--- config.mk ---
export PLATFORM = sky130hd
export DESIGN_NAME = ntt_coeff_unloader
export DESIGN_NICKNAME = d
export VERILOG_FILES = /design/src/rtl/ntt_pkg.sv /design/src/rtl/ntt_skid_fifo.sv /design/src/rtl/ntt_coeff_unloader.sv
export SDC_FILE = /design/constraint.sdc
export NUM_CORES = 1
export LEC_CHECK = 0
export ABC_AREA = 0
export ABC_CLOCK_PERIOD_IN_PS = 6900
export BUFFER_PORTS_ARGS = -buffer_cell sky130_fd_sc_hd__buf_2
export CAP_MARGIN = 0
export CORE_MARGIN = 2
export CORE_UTILIZATION = 50
export CTS_CLUSTER_DIAMETER = 200
export DETAILED_ROUTE_END_ITERATION = 8
export PLACE_DENSITY = 0.75
export SETUP_SLACK_MARGIN = 0.5
export SLEW_MARGIN = 20
export SYNTH_ARGS = -nofsm -noshare
export SYNTH_HDL_FRONTEND = slang
export SYNTH_SLANG_ARGS = --single-unit
export TNS_END_PERCENT = 1
--- constraint.sdc ---
create_clock -name clk -period 6.9 [get_ports clk]
set_clock_uncertainty 0.15 [all_clocks]
set_input_delay 1.38 -clock clk [delete_from_list [all_inputs] [get_ports clk]]
set_output_delay 1.38 -clock clk [all_outputs]
set_load 0.05 [all_outputs]
--- src/rtl/ntt_pkg.sv ---
// ntt_pkg: shared widths, index types and unloader states for the NTT output path.
`ifndef DATA_SIZE_ARB
`define DATA_SIZE_ARB 16
`endif
`ifndef RING_SIZE
`define RING_SIZE 8
`endif
package ntt_pkg;
    localparam int DATA_W = `DATA_SIZE_ARB;
    localparam int N      = `RING_SIZE;
    localparam int LOG_N  = $clog2(N);
    localparam int HALF_N = N / 2;
    typedef logic [DATA_W-1:0] coeff_t;
    typedef logic [LOG_N:0] idx_t;
    typedef enum logic [1:0] {IDLE, READ, DRAIN, DONE} unload_state_t;
endpackage

--- src/rtl/ntt_skid_fifo.sv ---
// ntt_skid_fifo: 2-entry FIFO with simultaneous push/pop; head is the oldest entry.
module ntt_skid_fifo #(
    parameter int W = 8
) (
    input  logic         clk,
    input  logic         reset,
    input  logic         push,
    input  logic [W-1:0] din,
    input  logic         pop,
    output logic [1:0]   occ,
    output logic [W-1:0] head
);
    logic [W-1:0] tail;

    always_ff @(posedge clk) begin
        if (reset) begin
            head <= '0;
            tail <= '0;
            occ  <= '0;
        end else begin
            if (push && (occ == 2'd0 || (occ == 2'd1 && pop))) head <= din;
            else if (pop) head <= tail;
            if (push && ((occ == 2'd1 && !pop) || (occ == 2'd2 && pop))) tail <= din;
            occ <= occ + {1'b0, push} - {1'b0, pop};
        end
    end
endmodule

--- src/rtl/ntt_coeff_unloader.sv ---
// ntt_coeff_unloader: streams N coefficients from two half-size RAM banks in natural
// order over valid/ready; a skid FIFO absorbs the 1-cycle RAM read latency.
module ntt_coeff_unloader #(
    parameter int DATA_W = ntt_pkg::DATA_W,
    parameter int N      = ntt_pkg::N,
    parameter int LOG_N  = $clog2(N)
) (
    input  logic              clk,
    input  logic              reset,
    input  logic              start,
    output logic              ram1_re,
    output logic              ram2_re,
    output logic [LOG_N-1:0]  addr,
    input  logic [DATA_W-1:0] ram1_dout,
    input  logic [DATA_W-1:0] ram2_dout,
    output logic [DATA_W-1:0] dout,
    output logic              dout_valid,
    input  logic              dout_ready,
    output logic              dout_last,
    output logic              busy,
    output logic              done
);
    import ntt_pkg::*;

    localparam logic [LOG_N:0] LAST_IDX = (LOG_N+1)'(N - 1);

    unload_state_t   state, state_nx;
    logic [LOG_N:0]  idx;
    logic            inflight, infl_hi, infl_last, issue, pop;
    logic [1:0]      occ;
    logic [2:0]      credit;
    logic [DATA_W:0] head;

    assign dout_valid = occ != 2'd0;
    assign pop        = dout_valid && dout_ready;
    assign {dout_last, dout} = head;
    // FIFO slots already spoken for, net of this cycle's pop; keeps pushes from overflowing
    assign credit  = {1'b0, occ} + {2'b0, inflight} - {2'b0, pop};
    assign issue   = state == READ && credit < 3'd2;
    assign ram1_re = issue && !idx[LOG_N-1];
    assign ram2_re = issue && idx[LOG_N-1];
    assign addr    = issue ? {1'b0, idx[LOG_N-2:0]} : '0;
    assign busy    = state != IDLE;
    assign done    = state == DONE;

    always_comb begin
        state_nx = state;
        case (state)
            IDLE:    state_nx = start ? READ : IDLE;
            READ:    state_nx = (issue && idx == LAST_IDX) ? DRAIN : READ;
            DRAIN:   state_nx = (!inflight && occ == {1'b0, pop}) ? DONE : DRAIN;
            default: state_nx = IDLE;
        endcase
    end

    always_ff @(posedge clk) begin
        if (reset) begin
            state     <= IDLE;
            idx       <= '0;
            inflight  <= 1'b0;
            infl_hi   <= 1'b0;
            infl_last <= 1'b0;
        end else begin
            state     <= state_nx;
            inflight  <= issue;
            infl_hi   <= idx[LOG_N-1];
            infl_last <= idx == LAST_IDX;
            if (state == IDLE && start) idx <= '0;
            else if (issue) idx <= idx + 1'b1;
        end
    end

    ntt_skid_fifo #(.W(DATA_W + 1)) u_fifo (
        .clk  (clk),
        .reset(reset),
        .push (inflight),
        .din  ({infl_last, infl_hi ? ram2_dout : ram1_dout}),
        .pop  (pop),
        .occ  (occ),
        .head (head)
    );
endmodule

==> results of run 1 <==
==> state kept, by name, indices dropped and copies added (netlist names) <==
name / count
u_fifo.tail: 17
state: 2
u_fifo.occ: 2
idx: 4
u_fifo.head: 17
inflight: 1
infl_hi: 1
infl_last: 1
==> tightest hold or removal path: cells and delay by family, from the launching register on <==
kind	cells	cell delay, ns
buffers and inverters	1	0.05
DFF	1	0.31
AOI/OAI and AO/OA	1	0.05
==> Yosys cell counts <==
cell and count:
mux2_2 16, xor2_1 1, a31oi_1 1, nand3_1 1, nor2_1 19, or3_1 1
and3_1 17, clkbuf_1 12, o32ai_1 7, nor3_1 3, buf_2 1, dfxtp_1 45
conb_1 1, buf_6 2, buf_4 4, o31a_1 1, and3b_1 1, o31ai_1 2
o21ba_2 1, or4_1 2, nor2b_1 20, nor3b_1 3, a21oi_1 20, inv_1 23
or3b_4 1, mux2i_1 18, o21ai_0 3, nand2b_1 3, or3b_2 2, or2_2 1
nand3b_1 3, and2_1 5, fa_1 1, a21o_1 1, buf_1 1, o21ai_2 1
ha_1 3, a21boi_0 1, o32ai_2 10, a21o_4 1
==> cell families after synthesis <==
logic type      share of synthesized area
compound gates                      0.172
mux                                 0.149
fa+ha+maj                          0.0237
buf+inv                            0.0795
flops                               0.372
xor+xnor                          0.00361
other cells                       0.00155
simple gates                        0.199
==> per-stage QoR <==
stage	util	instances	worst slack (ns)	instance area (sq um)	total power, W
after detailed placement	0.572	352	1.56	2680	0.000635
after global routing	0.592	359	1.32	2780	0.000835
final	0.592	359	1.53	2780	0.000790
after floorplan	-	259	1.42	2420	0.000581
after global placement	0.572	352	1.64	2680	0.000626
after CTS	0.590	359	1.55	2770	0.000795
==> worst max path at each step <==
stage	endpoint	from	slack [ns]	cells past startpoint
floorplan	ram1_re	dout_ready	1.42	10
global placement	addr[1]	dout_ready	1.64	12
detailed placement	addr[1]	dout_ready	1.56	12
CTS	addr[0]	dout_ready	1.55	12
global route	addr[0]	dout_ready	1.32	12
finish	ram2_re	dout_ready	1.53	12
==> power groups by stage <==
stage / clock (W) / combinational, W / sequential (W)
global route: 0.000175 / 0.000349 / 0.000311
global placement: 0 / 0.000316 / 0.000311
floorplan: 0 / 0.000237 / 0.000344
CTS: 0.000165 / 0.000324 / 0.000306
detailed placement: 0 / 0.000323 / 0.000312
finish: 0.000161 / 0.000323 / 0.000306
==> final cells by class <==
class	count	area, sq um
clock buffer	7	86.3
tap	54	67.6
multi-input combinational	171	1340
timing repair buffer	59	295
inverter	23	86.3
sequential	45	901
fill	431	1910
==> routing by layer <==
metal / vias up / part of all wire / wire length (microns)
li1: 988 / - / -
met1: 864 / 0.47 / 2170
met2: 51 / 0.47 / 2180
met3: 4 / 0.055 / 255
met4: 0 / 0.0099 / 46
met5: - / 0 / 0
==> results.toml, run 1 <==
[worst_setup_path]
regToRegEndpoint = "idx[3]$_SDFFE_PP0N_"
cp-start-kind = "input pin"
crit_required_ns = 5.37
cpMostUsedCell = "inv_1"
cpMaxStageDelayCell = "xor2_1"
cp.arrival_ns = 3.84
worstReg2RegStart = "u_fifo.occ[1]$_SDFF_PP0_"
crit_family = "adder cells"
path_max_fanout = 12
crit_chain = "buf_2 > o21ai_0 > inv_1 > ha_1 > inv_1 > ha_1 > inv_1 > fa_1 > xor2_1 > nor2_1 > and2_1 > buf_2"
slowest_delay_ns = 0.59
end_kind = "primary output"
crit_type = "input pin to primary output"
cp_num_buf_inv = 5
reg2reg_depth = 10
reg2reg_setup_slack_ns = 3.64

[route]
drt-vias-per-instance = 5.31
wl_per_cell_microns = 13.0
drtPass1Iterations = 4
drc = 0
drt_iter0_markers = 82
drt-total-wl_microns = 4650
routed-via-count = 1907
antenna_left = 0

[pwr]
switching_share = 0.408
pwr-share-clk = 0.204
power_frac_comb = 0.408
p_leak_nw = 1.20
p_switching_w = 0.000322
irDropWorstVdd_mv = 0.160
p_int_w = 0.000468
cellPowerDensity_nw_per_um2 = 284
power_frac_seq = 0.388

[synth]
synth_top_area_frac = 0.372
ys_ff_latch = 45
synth_nets = 299
synthTopCellsByArea = "dfxtp_1 (37%), mux2i_1 (7.4%), mux2_2 (7.4%)"
yosysTopAreaCell = "dfxtp_1"
synth_warnings = 0
syn_inst = 259
netlist_area_sq_um = 2420
post_synth.cell_area_avg_sq_um = 9.36
ys_types = 40
seq_area_frac_synth = 0.372

[grt]
track_usage = 0.167
grt_max_degree = 46
grt_pass1_wl_microns = 7080
grt_pass1_vias = 1574
grt_overflow = 0
grt_util_met3 = 0.0288
met2_usage = 0.266
grt_use_met1 = 0.225
grt.busiest_layer = "met2"
antenna_found_initial = 0

[layout]
drive_gt1_frac = 0.328
diodes = 0
layout_commonest_cell = "buf_2"
mostFrequentLayoutCells = "buf_2 (59), dfxtp_1 (45), inv_1 (23)"
fin_nets = 345
area_growth_syn_to_layout_pct = 14.6

[sta]
timing.final.crit_share = 0.779
slew_headroom = 0.345
hold_violations = 0
period_minus_slack_ns = 5.37
final.setup.tns_ns = 0
rsz0062_at_grt = "false"
worst_pin_slew_ns = 0.980
finalMaxSlewViolations = 0
setup_viol = 0
fmax_mhz = 186
hold_ws_ns = 0.305

[die]
ios = 61
die_x_microns = 73.6
dieArea_sq_um = 5420
num_rows = 25
initial_core_util = 0.517
die_h_microns = 73.6
core_area_sq_um = 4690

[cts]
cts.sinks = 45
numCtsBuffers = 5
clock_latency_ns = 0.29
cts_tree = "yes"
cts-htree-levels = 2
cts-resized-gates = 0
hold_buffers = 0
root_buffer = "clkbuf_8"
cts.path.max_buffers = 2
path_clk_slew_ns = 0.07
postCtsSetupRepairBufs = 0

[outcome]
status = "complete, no violations"

[placed_design]
io_buffer_count = 59
globalplace.congestion = 0.793
post-dp-hpwl_microns = 3020

[hold_path]
hold_path_class = "flip-flop to flip-flop"
min_from = "u_fifo.head[5]$_SDFFE_PP0P_"
hold_depth = 2
whs_endpoint = "u_fifo.head[5]$_SDFFE_PP0P_"

[job]
maxCapViolations = 0
Power figures use the tool's default switching activity.
==> run 2, diff against run 1 <==
- ABC_CLOCK_PERIOD_IN_PS: 6900 -> 4550
- CORE_UTILIZATION: 50 -> 48
- clock period: 6.9 -> 4.55 ns (I/O delays scaled with it)
==> run 2 against run 1 <==
Design area increased by 2.9%. First-iteration DRC count decreased by 38%. Global-route usage increased by 1.5 points. Core utilization increased by 0.51 points.
==> results.toml, run 2 (synthesis results as in run 1) <==
[pwr]
power_frac_seq = 0.373
power_frac_comb = 0.429
switching_share = 0.419
p_int_w = 0.000730
p_leak_nw = 1.21
cellPowerDensity_nw_per_um2 = 440
p_switching_w = 0.000528
irDropWorstVdd_mv = 0.354
pwr-share-clk = 0.199

[sta]
fin_ws_ns = 0.611
worst_pin_slew_ns = 0.990
fmax_mhz = 254
final.setup.tns_ns = 0
setup_viol = 0
hold_violations = 0
finalMaxSlewViolations = 0
slew_headroom = 0.339
timing.final.crit_share = 0.866
rsz0062_at_grt = "true"
period_minus_slack_ns = 3.94

[cts]
hold_buffers = 0
cts_tree = "yes"
clock_latency_ns = 0.29
cts-htree-levels = 2
numCtsBuffers = 5
postCtsSetupRepairBufs = 0
root_buffer = "clkbuf_8"
cts.path.max_buffers = 2
path_clk_slew_ns = 0.09
cts.sinks = 45

[grt]
grt_overflow = 0
grt_pass1_vias = 1791
antenna_found_initial = 0
grt_max_degree = 46
track_usage = 0.182
grt_pass1_wl_microns = 7800

[route]
drc = 0
drt_iter0_markers = 51
routed-via-count = 1949
drt-vias-per-instance = 5.18
drtPass1Iterations = 4
drt-total-wl_microns = 4830
wl_per_cell_microns = 12.8
antenna_left = 0

[die]
num_rows = 25
die_x_microns = 75.1
core_area_sq_um = 4790
die_h_microns = 75.1
dieArea_sq_um = 5640
ios = 61
initial_core_util = 0.507

[layout]
area_growth_syn_to_layout_pct = 17.9
largestRegisters = "u_fifo.head: 17 flops, u_fifo.tail: 17 flops, idx: 4 flops"
n_fill_cell = 437
fin_nets = 348
drive_gt1_frac = 0.346
utilization = 0.597
layout_commonest_cell = "buf_2"
diodes = 0
mostFrequentLayoutCells = "buf_2 (55), dfxtp_1 (45), inv_1 (23)"

[placed_design]
io_buffer_count = 59
post-dp-hpwl_microns = 3210
globalplace.congestion = 0.772
place_ws_ns = 0.443

[worst_setup_path]
crit_required_ns = 3.49
cp-start-kind = "input pin"
end_kind = "primary output"
path_max_fanout = 5
cp.arrival_ns = 2.88
reg2reg_depth = 11
crit_type = "input pin to primary output"

[outcome]
status = "complete, no violations"

[job]
maxCapViolations = 0

[hold_path]
hold_depth = 2
hold_path_class = "flip-flop to flip-flop"
==> run 2: cell count changes in the layout (fill, tap and decap cells not counted), moves of 2 or more <==
| cell | before | now |
|---|---|---|
| clkinvlp_4 | 0 | 2 |
| clkbuf_4 | 0 | 2 |
| buf_2 | 59 | 55 |
| buf_4 | 0 | 4 |
==> run 2: per-stage QoR <==
| step | power, W | cell area [sq um] | cells | hold slack [ns] |
|---|---|---|---|---|
| after floorplan | 0.000892 | 2440 | 259 | 0.274 |
| after global placement | 0.000982 | 2730 | 367 | 0.293 |
| after global routing | 0.00133 | 2860 | 376 | 0.331 |
| after detailed placement | 0.000990 | 2730 | 367 | 0.293 |
| after CTS | 0.00125 | 2820 | 375 | 0.307 |
| final | 0.00126 | 2860 | 376 | 0.304 |
==> run 2: power groups by stage <==
stage | clock (W) | sequential, W | combinational [W]
floorplan | 0 | 0.000521 | 0.000371
global placement | 0 | 0.000472 | 0.000510
detailed placement | 0 | 0.000472 | 0.000517
CTS | 0.000252 | 0.000465 | 0.000530
global route | 0.000271 | 0.000475 | 0.000587
finish | 0.000250 | 0.000469 | 0.000540
==> run 2: layer usage <==
metal / vias up / part of all wire / GRT usage / wire length (microns)
met3: 5 / 0.040 / 0.0509 / 193
met4: 0 / 0.0099 / 0.0694 / 48
met5: - / 0 / 0 / 0
met2: 40 / 0.48 / 0.310 / 2330
li1: 994 / - / - / -
met1: 910 / 0.47 / 0.216 / 2260
==> run 2: final timing paths <==
check	end	from	slack (ns)
setup / recovery	ram2_re	dout_ready	0.61
hold / removal	u_fifo.head[3]$_SDFFE_PP0P_	u_fifo.head[3]$_SDFFE_PP0P_	0.30
setup reg to reg	idx[3]$_SDFFE_PP0N_	u_fifo.occ[1]$_SDFF_PP0_	1.54
hold reg to reg	u_fifo.head[3]$_SDFFE_PP0P_	u_fifo.head[3]$_SDFFE_PP0P_	0.30
==> run 2: area by class of cell <==
type	count	area, sq um	area share
Clock buffer	6	72.6	0.0254
Tap cell	67	83.8	0.0293
Timing Repair Buffer	62	335	0.117
Clock inverter	2	15.0	0.00525
Inverter	23	86.3	0.0302
Sequential cell	45	901	0.315
Multi-Input combinational cell	171	1360	0.477
==> run 2: what timing repair did <==
action | CTS | global route
gates resized for setup | 2 | 7
endpoints found under the setup margin | 4 | 4
cloned | 0 | 0
==> run 2: critical path, cell delays in order <==
cell	delay, ns
buf_2	0.12
o21ai_2	0.10
inv_1	0.07
ha_1	0.28
inv_1	0.07
ha_1	0.14
inv_1	0.05
fa_1	0.41
xor2_2	0.28
nor2_2	0.08
and2_1	0.16
clkbuf_4	0.20
==> run 3, diff against run 2 <==
- ABC_AREA: 0 -> default
- CORE_UTILIZATION: 48 -> 40
- PLACE_DENSITY: 0.75 -> 0.64
- RECOVER_POWER: default -> 50
==> run 3 against run 2 <==
The flow now finishes with violations (max-capacitance violations, max-slew violations). Fmax shrank 0.13%. Die area grew 19%. Sequential cell count is the same. Worst hold slack gained 0.0081 ns. Global-route usage shrank 2.6 points. Core utilization shrank 11 points. Design area shrank 0.44%. Critical path depth is the same. Sequential power is essentially flat. Sequential share of layout area grew 0.14 points. Critical endpoint unchanged.
==> results.toml, run 3 (synthesis results as in run 1) <==
[outcome]
status = "complete, but fails checks"
violations = "max-capacitance violations, max-slew violations"

[worst_setup_path]
end_kind = "primary output"
cpMaxStageDelayCell = "fa_1"
path_max_fanout = 5
cp-start-kind = "input pin"
reg2reg_depth = 12
crit_required_ns = 3.49
crit_type = "input pin to primary output"
crit_chain = "buf_2 > o21ai_4 > inv_1 > ha_1 > inv_1 > ha_1 > inv_1 > fa_1 > nand3b_1 > nor2_2 > and2_1 > buf_6"
reg2reg_setup_slack_ns = 1.44
worstReg2RegStart = "u_fifo.occ[1]$_SDFF_PP0_"
regToRegEndpoint = "idx[3]$_SDFFE_PP0N_"
cpMostUsedCell = "inv_1"
slowest_delay_ns = 0.49
cp.arrival_ns = 2.88

[die]
num_rows = 28
die_h_microns = 81.9
dieArea_sq_um = 6700
ios = 61
initial_core_util = 0.412
core_area_sq_um = 5890
die_x_microns = 81.9

[route]
drt_iter0_markers = 114
routed-via-count = 1992
wl_per_cell_microns = 13.6
antenna_left = 0
drt-total-wl_microns = 5210
drc = 0
drt-vias-per-instance = 5.20
drtPass1Iterations = 4

[grt]
grt_max_degree = 46
grt_use_met1 = 0.196
grt.busiest_layer = "met2"
grt_overflow = 0
grt_pass1_wl_microns = 7950
grt_util_met3 = 0.0385
met2_usage = 0.262
antenna_found_initial = 0
grt_pass1_vias = 1676
track_usage = 0.156

[sta]
slew_headroom = -0.248
setup_viol = 0
hold_violations = 0
rsz0062_at_grt = "false"
period_minus_slack_ns = 3.94
worst_pin_slew_ns = 1.87
fmax_mhz = 254
finalMaxSlewViolations = 46
final.setup.tns_ns = 0
timing.final.crit_share = 0.867

[placed_design]
globalplace.congestion = 0.780
dp.cells = 375
io_buffer_count = 59
post-dp-hpwl_microns = 3360

[pwr]
cellPowerDensity_nw_per_um2 = 438
p_leak_nw = 1.13
irDropWorstVdd_mv = 0.155

[layout]
drive_gt1_frac = 0.279
final_cells = 383
largestRegisters = "u_fifo.head: 17 flops, u_fifo.tail: 17 flops, idx: 4 flops"
n_fill_cell = 597
layout_commonest_cell = "dfxtp_1"
diodes = 0
area_growth_syn_to_layout_pct = 17.3
mostFrequentLayoutCells = "dfxtp_1 (45), buf_2 (36), inv_1 (23)"
fin_nets = 348
regArea_sq_um = 901
multi_input_area_sq_um = 1370

[hold_path]
min_from = "u_fifo.head[2]$_SDFFE_PP0P_"
hold_depth = 2
whs_endpoint = "u_fifo.head[2]$_SDFFE_PP0P_"
hold_path_class = "flip-flop to flip-flop"

[cts]
cts_tree = "yes"
cts-htree-levels = 2
cts.path.max_buffers = 2
root_buffer = "clkbuf_8"
hold_buffers = 0
path_clk_slew_ns = 0.07
cts.sinks = 45
numCtsBuffers = 5
clock_latency_ns = 0.29

[job]
maxCapViolations = 1
-- run 3: power by group --
part           leakage (nW)  internal, W  switching [W]
clock network        0.0443     0.000121       0.000126
logic                 0.724     0.000183       0.000347
registers             0.364     0.000430      0.0000413
total                  1.13     0.000733       0.000514
-- run 3: worst max-delay path by stage --
stage / from / endpoint / slack (ns) / depth (start not counted)
6_report: dout_ready / ram2_re / 0.61 / 12
5_1_grt: dout_ready / ram2_re / 0.49 / 12
4_1_cts: dout_ready / addr[0] / 0.59 / 12
3_5_place_dp: dout_ready / addr[0] / 0.41 / 12
3_3_place_gp: dout_ready / ram2_re / 0.45 / 12
2_1_floorplan: dout_ready / addr[0] / 0.48 / 11
-- run 3: layout make-up --
type	count	area share
multi-input cells	171	0.480
repair buffers	62	0.109
well taps	75	0.0330
clock buffers	7	0.0303
flip-flops and latches	45	0.317
inverters	23	0.0303
-- run 3: what timing repair did --
item / CTS / global route
resized for setup: 5 / 5
buffers inserted: 0 / 1
endpoints found under the setup margin: 3 / 3
pin swaps: 0 / 1
-- run 3: metrics by stage --
| step | util | area, sq um | setup WS (ns) | total power, W | hold slack [ns] |
|---|---|---|---|---|---|
| floorplan | - | 2440 | 0.480 | 0.000892 | 0.274 |
| global placement | 0.465 | 2740 | 0.454 | 0.000988 | 0.294 |
| detailed placement | 0.465 | 2740 | 0.407 | 0.000994 | 0.296 |
| CTS | 0.482 | 2830 | 0.594 | 0.00125 | 0.313 |
| global route | 0.483 | 2850 | 0.493 | 0.00132 | 0.327 |
| finish | 0.483 | 2850 | 0.606 | 0.00125 | 0.312 |
-- run 3: layer usage --
metal / vias to the layer above / wire (microns)
met1: 944 / 2400
met5: - / 0
met2: 35 / 2570
met3: 6 / 172
met4: 0 / 66
li1: 1007 / -
-- run 3: critical path, delay by kind of cell --
kind / cells / cell delay, ns
adders and majority gates: 3 / 0.89
and+or+nand+nor: 3 / 0.53
buffers and inverters: 5 / 0.46
AOI/OAI and AO/OA: 1 / 0.09
